$ cat src/rtl/l1c_axi_bridge.sv
// ============================================================================
// Module   : l1c_axi_bridge
// Purpose  : Bridges a simple L1 cache miss/write port onto a 32-bit AXI
//            master. Reads are 4-beat INCR line fills; writes are single beat.
// Revision : 1.0 - initial release
// ----------------------------------------------------------------------------
// Ports
//   clk, rstn                 clock, asynchronous active-low reset
//   D_req/D_addr/D_write      cache request (sampled only in IDLE)
//   D_in/D_type               write data, active-low byte enables
//   D_out/rvalid_o/rready_o   read beat pass-through to cache
//   wdone_o                   one-cycle write-complete pulse
//   AR*/R*/AW*/W*/B*          AXI master channels
// ============================================================================
`default_nettype none

module l1c_axi_bridge (
  input  logic        clk,
  input  logic        rstn,
  input  logic        D_req,
  input  logic [31:0] D_addr,
  input  logic        D_write,
  input  logic [31:0] D_in,
  input  logic [3:0]  D_type,
  output logic [31:0] D_out,
  output logic        rvalid_o,
  output logic        rready_o,
  output logic        wdone_o,
  output logic [31:0] ARADDR,
  output logic [3:0]  ARLEN,
  output logic        ARVALID,
  input  logic        ARREADY,
  input  logic [31:0] RDATA,
  input  logic        RLAST,
  input  logic        RVALID,
  output logic        RREADY,
  output logic [31:0] AWADDR,
  output logic        AWVALID,
  input  logic        AWREADY,
  output logic [31:0] WDATA,
  output logic [3:0]  WSTRB,
  output logic        WLAST,
  output logic        WVALID,
  input  logic        WREADY,
  input  logic        BVALID,
  output logic        BREADY
);

  typedef enum logic [2:0] {
    S_IDLE = 3'd0,
    S_AR   = 3'd1,
    S_RD   = 3'd2,
    S_WR   = 3'd3,
    S_RESP = 3'd4,
    S_DONE = 3'd5
  } state_t;

  state_t      r_state;
  state_t      w_next;
  logic [27:0] r_araddr_hi;   // line-aligned, low nibble is always zero
  logic [3:0]  r_arlen;
  logic [31:0] r_awaddr;
  logic [31:0] r_wdata;
  logic [3:0]  r_wstrb;
  logic        r_aw_pend;     // AW handshake still outstanding
  logic        r_w_pend;      // W handshake still outstanding
  logic [1:0]  r_beat_cnt;
  logic        w_aw_done;
  logic        w_w_done;

  // A channel counts as done if it already handshook or handshakes now.
  assign w_aw_done = ~r_aw_pend | AWREADY;
  assign w_w_done  = ~r_w_pend  | WREADY;

  assign ARADDR  = {r_araddr_hi, 4'h0};
  assign ARLEN   = r_arlen;
  assign AWADDR  = r_awaddr;
  assign WDATA   = r_wdata;
  assign WSTRB   = r_wstrb;
  assign WLAST   = 1'b1;
  assign AWVALID = r_aw_pend;
  assign WVALID  = r_w_pend;

  always_ff @(posedge clk or negedge rstn) begin
    if (!rstn) r_state <= S_IDLE;
    else       r_state <= w_next;
  end

  always_comb begin
    w_next   = r_state;
    ARVALID  = 1'b0;
    RREADY   = 1'b0;
    BREADY   = 1'b0;
    rvalid_o = 1'b0;
    rready_o = 1'b0;
    wdone_o  = 1'b0;
    D_out    = 32'd0;
    case (r_state)
      S_IDLE: begin
        if (D_req) w_next = D_write ? S_WR : S_AR;
      end
      S_AR: begin
        ARVALID = 1'b1;
        if (ARREADY) w_next = S_RD;
      end
      S_RD: begin
        // Zero-latency pass-through of the R channel to the cache.
        RREADY   = 1'b1;
        rready_o = 1'b1;
        rvalid_o = RVALID;
        D_out    = RDATA;
        if (RVALID && RLAST) w_next = S_DONE;
      end
      S_WR: begin
        if (w_aw_done && w_w_done) w_next = S_RESP;
      end
      S_RESP: begin
        BREADY  = 1'b1;
        wdone_o = BVALID;
        if (BVALID) w_next = S_DONE;
      end
      // One dead cycle so a D_req still held high cannot re-issue.
      S_DONE:  w_next = S_IDLE;
      default: w_next = S_IDLE;
    endcase
  end

  always_ff @(posedge clk or negedge rstn) begin
    if (!rstn) begin
      r_araddr_hi <= 28'd0;
      r_arlen     <= 4'd0;
      r_awaddr    <= 32'd0;
      r_wdata     <= 32'd0;
      r_wstrb     <= 4'd0;
      r_aw_pend   <= 1'b0;
      r_w_pend    <= 1'b0;
      r_beat_cnt  <= 2'd0;
    end else begin
      case (r_state)
        S_IDLE: begin
          r_beat_cnt <= 2'd0;
          if (D_req && !D_write) begin
            r_araddr_hi <= D_addr[31:4];
            r_arlen     <= 4'd3;
          end
          if (D_req && D_write) begin
            r_awaddr  <= D_addr;
            r_wdata   <= D_in;
            r_wstrb   <= ~D_type;
            r_aw_pend <= 1'b1;
            r_w_pend  <= 1'b1;
          end
        end
        S_RD: begin
          if (RVALID) r_beat_cnt <= r_beat_cnt + 2'd1;
        end
        S_WR: begin
          if (AWREADY) r_aw_pend <= 1'b0;
          if (WREADY)  r_w_pend  <= 1'b0;
        end
        default: ;
      endcase
    end
  end

  // RLAST must coincide with the fourth beat; exit still follows RLAST.
  always_ff @(posedge clk) begin
    if (rstn && r_state == S_RD && RVALID && RLAST)
      assert (r_beat_cnt == 2'd3);
  end

endmodule

`default_nettype wire
$ cat config.mk
export PLATFORM = sky130hd
export DESIGN_NAME = l1c_axi_bridge
export DESIGN_NICKNAME = d
export VERILOG_FILES = /design/src/rtl/l1c_axi_bridge.sv
export SDC_FILE = /design/constraint.sdc
export NUM_CORES = 1
export LEC_CHECK = 0
export CORE_MARGIN = 4
export CORE_UTILIZATION = 38
export DETAILED_ROUTE_END_ITERATION = 8
export GPL_ROUTABILITY_DRIVEN = 0
export PLACE_DENSITY = 0.81
export SYNTH_ARGS = -nofsm -noshare
export SYNTH_HDL_FRONTEND = slang
export SYNTH_SLANG_ARGS = --single-unit
$ cat constraint.sdc
create_clock -name clk -period 2.6 [get_ports clk]
set_input_delay 0.78 -clock clk [delete_from_list [all_inputs] [get_ports clk]]
set_output_delay 0.78 -clock clk [all_outputs]
set_load 0.005 [all_outputs]
; ---- Word level (Yosys, flattened, before mapping)
; Index checks and enable logic that the tools add are counted.
[word_totals]
reg_bits = 102
in_bits = 110
out_inout_bits = 145
word_cells = 55
[classes]
n_eq_ne = 12
n_mux = 18
n_bitwise = 5
n_reduce_logical = 12
[ops]
columns = cell, count
row1 = $mux 32, 1
row2 = $ne 2x2->1 const B, 8
row3 = $mux 3, 5
row4 = $pmux 3 s5, 1
row5 = $mux 1, 8
row6 = $eq 3x2->1 const B, 2
row7 = $reduce_and 3->1, 2
row8 = $reduce_and 5->1, 1
row9 = $logic_and 1x1->1, 4
row10 = $not 4->4, 1
row11 = $pmux 1 s2, 2
row12 = $reduce_and 2->1, 2
row13 = $eq 3x1->1 const B, 1
row14 = $eq 3x3->1 const B, 1
row15 = $logic_not 3->1, 1
row16 = $mux 2, 1
row17 = $not 1->1, 2
row18 = $or 1x1->1, 2
row19 = $reduce_bool 2->1, 1
row20 = $logic_not 1->1, 1

; ---- Depth between registers and ports, before layout
; Gate-level depths: netlist of run 1.
[logic_depth]
depth_word = 5
mapped_depth = 6
ltp_nobuf = 3

; ---- Least setup slack after synthesis of run 1
; Ideal clock, no wire load.
[synth_timing]
path_kind = register to output
startpoint = register r_state[2]
endpoint = output D_out[0]
t_arrival_ns = 1.394
required_time_ns = 1.820
setup_slack_ns = 0.426
path_stages_with_launch = 5
n_path_buf = 1
path_cell_list = dfrtp_1 and2b_1 nor2b_1 clkbuf_1 and2_1
[synth_between]
elab_chain_cells = 2
[synth_lines]
columns = element, line
row1 = from (decl), 58  ; state_t r_state;
row2 = from (signal assigned), 86  ; else r_state <= w_next;
row3 = $eq 3x2->1, n/a
row4 = $mux 32, 98  ; case (r_state)
row5 = to (decl), 25  ; output logic [31:0] D_out,
; Every way passes these cells.

; ---- Worst setup path after layout of run 1
[layout_timing]
startpoint = register r_state[2]
endpoint = output rready_o
[layout_between]
elab_chain_cells = 2
[layout_lines]
columns = element, line
row1 = $eq 3x2->1, n/a
row2 = $mux 1, 98
row3 = to (decl), 27  ; output logic rready_o,
; Every way passes these cells.

==> results of run 1 <==
-- critical path: cells and delay by family (launching register included) --
family        cells  cell delay [ns]
buf+inv           2             0.64
simple gates      2             0.41
flops             1             0.38
-- state kept, by name, indices dropped and copies added, names as in the netlist --
name and count:
r_araddr_hi 28, ARLEN 1, WDATA 32, AWADDR 32, AWVALID 1, r_state 3, WSTRB 4, WVALID 1
-- per-layer routing --
| metal | up-vias | wire length [µm] | track usage, % |
|---|---|---|---|
| li1 | 1506 | - | - |
| met1 | 1570 | 4320 | 19.5 |
| met2 | 150 | 6620 | 34.4 |
| met3 | 11 | 1190 | 7.29 |
| met4 | 0 | 168 | 6.18 |
| met5 | - | 0 | 0 |
-- power breakdown --
part / leakage (nW) / switching (mW) / internal, mW
clock: 0.139 / 0.578 / 0.705
sequential: 1.21 / 0.425 / 2.39
combinational: 1.92 / 1.18 / 2.60
-- stage by stage --
step	cells	hold WS (ns)	cell area (µm²)	power (mW)
floorplan	298	0.483	4330	4.16
global placement	673	0.470	6960	6.49
detailed placement	673	0.477	6960	6.62
CTS	689	0.492	7220	7.86
global route	694	0.502	7310	8.36
finish	694	0.462	7310	7.87
-- path summary, 6_finish.rpt --
path | depth (start not counted) | slack (ns) | to | from
max | 4 | 0.05 | rready_o | r_state[2]$_DFFE_PN0P_
min | 2 | 0.46 | AWADDR[1]$_DFFE_PN0P_ | rstn
max reg2reg | 5 | 0.76 | r_araddr_hi[17]$_DFFE_PN0P_ | r_state[0]$_DFFE_PN0P_
min reg2reg | 1 | 0.48 | r_araddr_hi[21]$_DFFE_PN0P_ | r_araddr_hi[21]$_DFFE_PN0P_
max in group asynchronous | 2 | 1.68 | r_state[2]$_DFFE_PN0P_ | rstn
min in group clk | 1 | 0.48 | r_araddr_hi[21]$_DFFE_PN0P_ | r_araddr_hi[21]$_DFFE_PN0P_
-- cell type report --
type / instances / area [µm²] / area share (%)
Tap cell: 140 / 175 / 2.40
Clock buffer: 12 / 256 / 3.51
Multi-Input combinational cell: 168 / 1610 / 22.0
Sequential cell: 102 / 2550 / 34.9
Timing Repair Buffer: 264 / 2680 / 36.6
Inverter: 4 / 15.0 / 0.205
Clock inverter: 4 / 30.0 / 0.411
-- kinds of logic (layout without fill, tap and decap cells) --
kind of cell | after synthesis | after routing | synth area share [%]
AOI/OAI and AO/OA | 11 | 11 | 1.68
buffers and inverters | 28 | 284 | 4.35
DFF | 102 | 102 | 59.2
muxes | 97 | 97 | 26.6
other | 2 | 7 | 0.174
and+or+nand+nor | 53 | 53 | 7.98
-- timing repair --
action | 4_1_cts | 5_1_grt
setup buffers | 0 | 4
cloned | 0 | 1
endpoints found under the setup margin | 37 | 3
hold endpoints to repair | 0 | 0
gates resized for setup | 37 | 21
-- cell usage after synthesis, types with 2 or more instances --
library cell / count
sky130_fd_sc_hd__dfrtp_1: 102
sky130_fd_sc_hd__mux2_2: 67
sky130_fd_sc_hd__and2_1: 34
sky130_fd_sc_hd__mux2_4: 16
sky130_fd_sc_hd__buf_4: 10
sky130_fd_sc_hd__mux2_1: 9
sky130_fd_sc_hd__buf_2: 6
sky130_fd_sc_hd__buf_6: 5
sky130_fd_sc_hd__mux2i_1: 5
sky130_fd_sc_hd__inv_1: 4
sky130_fd_sc_hd__a21oi_1: 3
sky130_fd_sc_hd__a31oi_1: 3
sky130_fd_sc_hd__clkbuf_1: 3
sky130_fd_sc_hd__nand2_1: 3
sky130_fd_sc_hd__nand2b_1: 3
sky130_fd_sc_hd__nor2b_1: 3
sky130_fd_sc_hd__and2b_1: 2
sky130_fd_sc_hd__conb_1: 2
==> results.md, run 1 <==
- The flow ran to the end, and the final reports show no timing, DRC or antenna violations.
- 0 antenna diodes ended up in the layout.
- The number of buffers inserted by port buffering is approximately 250.
- The slowest cell on the critical path is sky130_fd_sc_hd__clkdlybuf4s50_1.
- The worst-case setup margin in the final layout is 0.0515 ns.
- The die span in y is 115 µm.
- In this run the worst path has a maximum fanout of 8.
- The final layout contains routed wiring with a total length of 12300 µm.
- The most used flip-flop cell after synthesis is sky130_fd_sc_hd__dfrtp_1.
- Summing the sequential cell areas from Yosys gives 59.2% of the chip area.
- Dividing the final minimum period by the clock period gives between 90% and 100%.
- Counting every sink on the clock net gives between 100 and 150.
- Summed over all nets, the half-perimeter wirelength after detailed placement is about 9400 µm.
- The clock latency reported for the late side of the worst-skew pair is 0.35 ns.
- The via count of the first global-routing pass is about 3600.
- The average via count per standard cell is roughly 4.7.
- Yosys attributes the largest share of cell area to sky130_fd_sc_hd__dfrtp_1 59%, sky130_fd_sc_hd__mux2_2 18%, sky130_fd_sc_hd__mux2_4 5.6%, sky130_fd_sc_hd__and2_1 4.9%, sky130_fd_sc_hd__mux2_1 2.4%.
- Yosys printed 0 warnings.
- The core region is 0.0110 mm².
- In the layout the commonest cells are 211 x sky130_fd_sc_hd__clkdlybuf4s50_1, 102 x sky130_fd_sc_hd__dfrtp_1, 67 x sky130_fd_sc_hd__mux2_2.
- The signal on the critical path passes through and2b_1 -> nor2b_4 -> buf_12 -> clkdlybuf4s50_1.
- The worst setup path is captured at an output pin.
- The max-cap violation count is 0.
- The fraction of registers with async set/reset is 100%.
- Subtracting the final worst setup slack from the clock period gives between 2 and 3 ns.
- The cell area that synthesis handed to floorplanning was approximately 0.0043 mm².
- TritonCTS built the clock tree.
- Clock-pin slew was measured on the worst setup and hold paths at roughly 0.070 ns.
- The share of synthesized area in the top cell type comes to between 50 and 60%.
- The number of vias after detailed routing is between 3000 and 4000.
- The largest voltage drop on the vdd net is around 740 µV.
- The number of flops mapped to enable cells by yosys is 0.
- Compared with the post-synthesis result, the final layout area differs by 69.7%.
- The leakage component of the power is roughly 3.3 nW.
- Setup violations remaining at the end of the flow were counted as 0.
- STA puts the critical path data required time at 1.82 ns.
- The endpoint arrival time on the critical path is roughly 1.8 ns.
- The maximum root-to-sink buffer count is 2.
- In this run the remaining antenna-violating nets after routing total 0.
- The total number of nets in the final design is approximately 660.
- The post-route netlist has 21.8% of its cells at a drive strength greater than 1.
- The leading area contributor after synthesis is sky130_fd_sc_hd__dfrtp_1.
- The pre-CTS setup slack is -0.134 ns.
- The average detailed-routed wire length per instance is around 18 µm.
- Setup repair after global routing could not meet its margin everywhere.
- The worst setup path is launched from a register.
- The worst clock skew is between 0.009 and 0.01 ns.
- Clock tree synthesis selected as its root buffer the cell sky130_fd_sc_hd__clkbuf_16.
- During I/O placement, the number of pins put on the boundary was around 260.
- The total routing resource utilization after global routing is between 10% and 20%.
- The effective utilization at floorplan is approximately 40%.
- The hold buffer count at cts is 0.
- Fill cells in the final layout number just over 800.
- The count of TritonRoute iterations in the first routing pass is 4.
- After global routing the overflow that remains totals 0.
- The worst-case headroom to the max-slew limit is a little over three fifths.
- The H-tree depth reported by CTS is 3.
- The average instance area after synthesis is 14.7 µm².
- The remaining routing DRC violations is 0.
- The count of standard-cell rows is 38.
- The min-delay analysis places its worst path in the category in -> async.
- The number of instances in the synthesized netlist is 293.
- The width of the die is about 110 µm.
- The fmax is a little under 0.4 GHz.
- Adding up every negative setup slack in the final design gives 0 ns.
- The initial antenna violation count came to 0.
- The actual slew at the worst max-slew pin is ~0.56 ns.
- The library cell used most frequently in the layout, excluding fill and tap cells, is sky130_fd_sc_hd__clkdlybuf4s50_1.
- The hold violation total from the final report is 0.
- Dividing total power by cell area gives a power density of about 1100 mW/mm².
- The DRC violation total after the first TritonRoute iteration is 123.
- The number of max-slew violations in the final report is 0.
- In this run, distinct cell masters in the synthesized netlist total 31.
- The global-route wire length before repair is 18900 µm.
- The clock buffer count from CTS is 9.
- The critical path is of the reg -> out type.
- The largest net degree at the start of global routing is 103.
- The share of the core filled with cells in the final layout is between 60% and 70%.
- The largest incremental delay on the critical path is about 0.50 ns.
- The die area is about 0.013 mm².
- Synthesis inferred about 100 register bits.
(Power assumes the default switching activity.)
==> inputs of run 2 (changes only) <==
--- a/config.mk
+++ b/config.mk
@@ -6,10 +6,10 @@
 export NUM_CORES = 1
 export LEC_CHECK = 0
 export CORE_MARGIN = 4
-export CORE_UTILIZATION = 38
+export CORE_UTILIZATION = 35
 export DETAILED_ROUTE_END_ITERATION = 8
 export GPL_ROUTABILITY_DRIVEN = 0
-export PLACE_DENSITY = 0.81
+export PLACE_DENSITY = 0.76
 export SYNTH_ARGS = -nofsm -noshare
 export SYNTH_HDL_FRONTEND = slang
 export SYNTH_SLANG_ARGS = --single-unit
==> run 2 against run 1 <==
  * Core utilization shrank 5.4 points
  * Routed wire length fell by 1.2%
  * Die area rose by 8.0%
  * Combinational power is essentially flat
  * Maximum frequency up 0.72%
  * Sequential power about the same
  * Flip-flop and latch count unchanged
  * Final area up 0.44%
  * Largest cell class unchanged
  * Largest power group unchanged
==> results.md, run 2 (synthesis results as in run 1) <==
- The met1 track demand over resource in global routing is between 10% and 20%.
- The leakage component of the power is approximately 3.3 nW.
- TritonCTS built the clock tree.
- The worst clock skew is roughly 0.0099 ns.
- The final cycle utilization of the critical path is between 90 and 100%.
- Using the TritonRoute via totals, the vias-per-cell ratio works out to about 4.7.
- The maximum root-to-sink buffer count is 2.
- The die covers between 0.01 and 0.015 mm².
- The worst-case headroom to the max-slew limit is between 60% and 70%.
- Clock-pin slew was measured on the worst setup and hold paths at approximately 0.070 ns.
- The remaining routing DRC violations is 0.
- The via count of the first global-routing pass is about 3500.
- The DRC violation total after the first TritonRoute iteration is 154.
- The number of antenna-violating nets in the routed design is 0.
- During I/O placement, the number of pins put on the boundary was ~260.
- The die span in y is 119 µm.
- The total area inside the core boundary comes to around 0.012 mm².
- Setup violations remaining at the end of the flow were counted as 0.
- After global routing, the most crowded layer is met2.
- The average detailed-routed wire length per instance is ~17 µm.
- The fmax is around 0.4 GHz.
- In this run the power density over the cells is between 1000 and 1500 mW/mm².
- The H-tree depth reported by CTS is 3.
- The first TritonRoute pass finished after 4 iterations.
- In this run the tool buffered the top-level ports with between 200 and 250 buffer cells.
- The first global-routing pass estimated 18600 µm of wire.
- The routed layout has approximately 3300 vias.
- The sum of overflow across all layers after global routing is 0.
- The number of clock buffers added by TritonCTS is 9.
- The count of antenna diodes in the layout is 0.
- STA classifies the critical path startpoint as a register.
- The total routing resource utilization after global routing is 16.5%.
- Of the total power, the share spent switching nets is 27.2%.
- The design draws 8.00 mW.
- The clock period minus final worst setup slack is 2.53 ns.
- The later pin in the worst-skew pair is clocked with a latency of approximately 0.34 ns.
- The fraction of met2 tracks used by global routing is 30.7%.
- The number of max-slew violations in the final report is 0.
- The total number of nets in the final design is roughly 660.
- The fraction of met3 tracks used by global routing is under 10%.
- The clock share of power is between 10% and 20%.
- The max-cap violation count is 0.
- For the pin with the worst max-slew slack, the measured transition is about 0.58 ns.
- The worst endpoint required time is about 1.8 ns.
- Setup slack closes at around 0.070 ns.
- In this run, flip-flops and latches consume 35.0% of the power.
- The initial antenna violation count is 0.
- Setup repair after global routing could not meet its margin everywhere.
- The initialized floorplan defines 40 standard-cell rows.
- The hold violation total from the final report came to 0.
- The critical path is of the reg -> out type.
- The worst setup path is captured at an output pin.
- The analysis attributes to net switching a power of approximately 2.2 mW.
- The synthesis-to-finish area growth is 70.4%.
- The run finished with clean final reports.
- In this run the worst hold path is classified as in -> async.
- The pre-CTS setup slack is -0.128 ns.
- The post-route netlist has between 20% and 30% of its cells at a drive strength greater than 1.
- In this run, the combinational gates consume between 40% and 50% of the power.
- The width of the die is between 100 and 150 µm.
- The setup slack on the worst flop-to-flop path is just under 0.7 ns.
- For this configuration, the core starts out at a cell density of between 30% and 40%.
- VDD sags by at most 435 µV.
- Cell internal power was estimated by the tool at just under 6 mW.
- Entering global routing, the biggest net connects 103 pins.
- The post-detailed-routing wire length is between 10000 and 15000 µm.
- The placed wire-length estimate after detailed placement is 9120 µm.
- The endpoint arrival time on the critical path is 1.75 ns.
- The top cell types in the final layout, fill and taps aside, are 211 x sky130_fd_sc_hd__clkdlybuf4s50_1, 102 x sky130_fd_sc_hd__dfrtp_1, 67 x sky130_fd_sc_hd__mux2_2.
- Leaving out fill and tap cells, the most frequent cell in the layout is sky130_fd_sc_hd__clkdlybuf4s50_1.
- The total clock sinks is approximately 100.
- In this run the worst path has a maximum fanout of 18.
- The cell sitting at the root of the clock tree is a sky130_fd_sc_hd__clkbuf_16.
==> run 2: final timing paths <==
kind,from,endpoint,cells after the start
max reg2reg,r_state[0]$_DFFE_PN0P_,AWADDR[5]$_DFFE_PN0P_,6
min,rstn,AWADDR[30]$_DFFE_PN0P_,2
max in group asynchronous,rstn,WDATA[20]$_DFFE_PN0P_,2
max,r_state[2]$_DFFE_PN0P_,D_out[13],6
min reg2reg,r_araddr_hi[25]$_DFFE_PN0P_,r_araddr_hi[25]$_DFFE_PN0P_,1
min in group clk,r_araddr_hi[25]$_DFFE_PN0P_,r_araddr_hi[25]$_DFFE_PN0P_,1
==> run 2: area by class of cell <==
type                            instances  area [µm²]
Timing Repair Buffer                  266        2670
Fill cell                             960        4670
Sequential cell                       102        2550
Inverter                                4        15.0
Clock inverter                          7        95.1
Tap cell                              147         184
Clock buffer                            9         225
Multi-Input combinational cell        168        1610
==> run 2: critical path, cell delays in order (launching register included) <==
cell and delay, ns:
sky130_fd_sc_hd__dfrtp_1 0.38, sky130_fd_sc_hd__and2b_1 0.21, sky130_fd_sc_hd__nor2b_4 0.18, sky130_fd_sc_hd__buf_4 0.14
sky130_fd_sc_hd__clkbuf_16 0.15, sky130_fd_sc_hd__and2_1 0.15, sky130_fd_sc_hd__clkdlybuf4s15_1 0.21
==> run 2: metrics by stage <==
step / utilization (%) / hold slack (ns) / setup TNS, ns / cell area, µm² / std cells
CTS: 60.4 / 0.496 / -0.291 / 7250 / 697
global placement: 58.0 / 0.466 / -1.42 / 6960 / 681
finish: 61.2 / 0.470 / 0 / 7350 / 703
detailed placement: 58.0 / 0.480 / -1.37 / 6960 / 681
floorplan: - / 0.483 / 0 / 4330 / 298
global route: 61.2 / 0.511 / -0.121 / 7350 / 703
==> run 2: repair_timing <==
item / 4_1_cts / 5_1_grt
resized for setup: 34 / 20
setup endpoints to repair: 36 / 5
hold endpoints to repair: 0 / 0
cloned: 0 / 1
setup buffers: 0 / 5
hold buffers: 0 / 0
==> run 2: layer usage <==
metal	wire [µm]	share of wire (%)
met2	6480	53
met3	910	7.5
met5	0	0
met4	213	1.8
met1	4540	37
==> run 2: power groups by stage <==
stage	registers (mW)	clock network [mW]	logic [mW]
2_1_floorplan	2.87	0	1.29
3_3_place_gp	2.77	0	3.72
3_5_place_dp	2.83	0	3.78
4_1_cts	2.80	1.48	3.73
5_1_grt	2.90	1.55	4.01
6_report	2.80	1.44	3.75
==> inputs of run 3 (changes only) <==
--- a/config.mk
+++ b/config.mk
@@ -7,6 +7,7 @@
 export LEC_CHECK = 0
 export CORE_MARGIN = 4
 export CORE_UTILIZATION = 35
+export CTS_BUF_LIST = sky130_fd_sc_hd__clkbuf_16
 export DETAILED_ROUTE_END_ITERATION = 8
 export GPL_ROUTABILITY_DRIVEN = 0
 export PLACE_DENSITY = 0.76
==> results of run 3 <==
No change in the layout: final DEF, timing and power equal those of run 2.
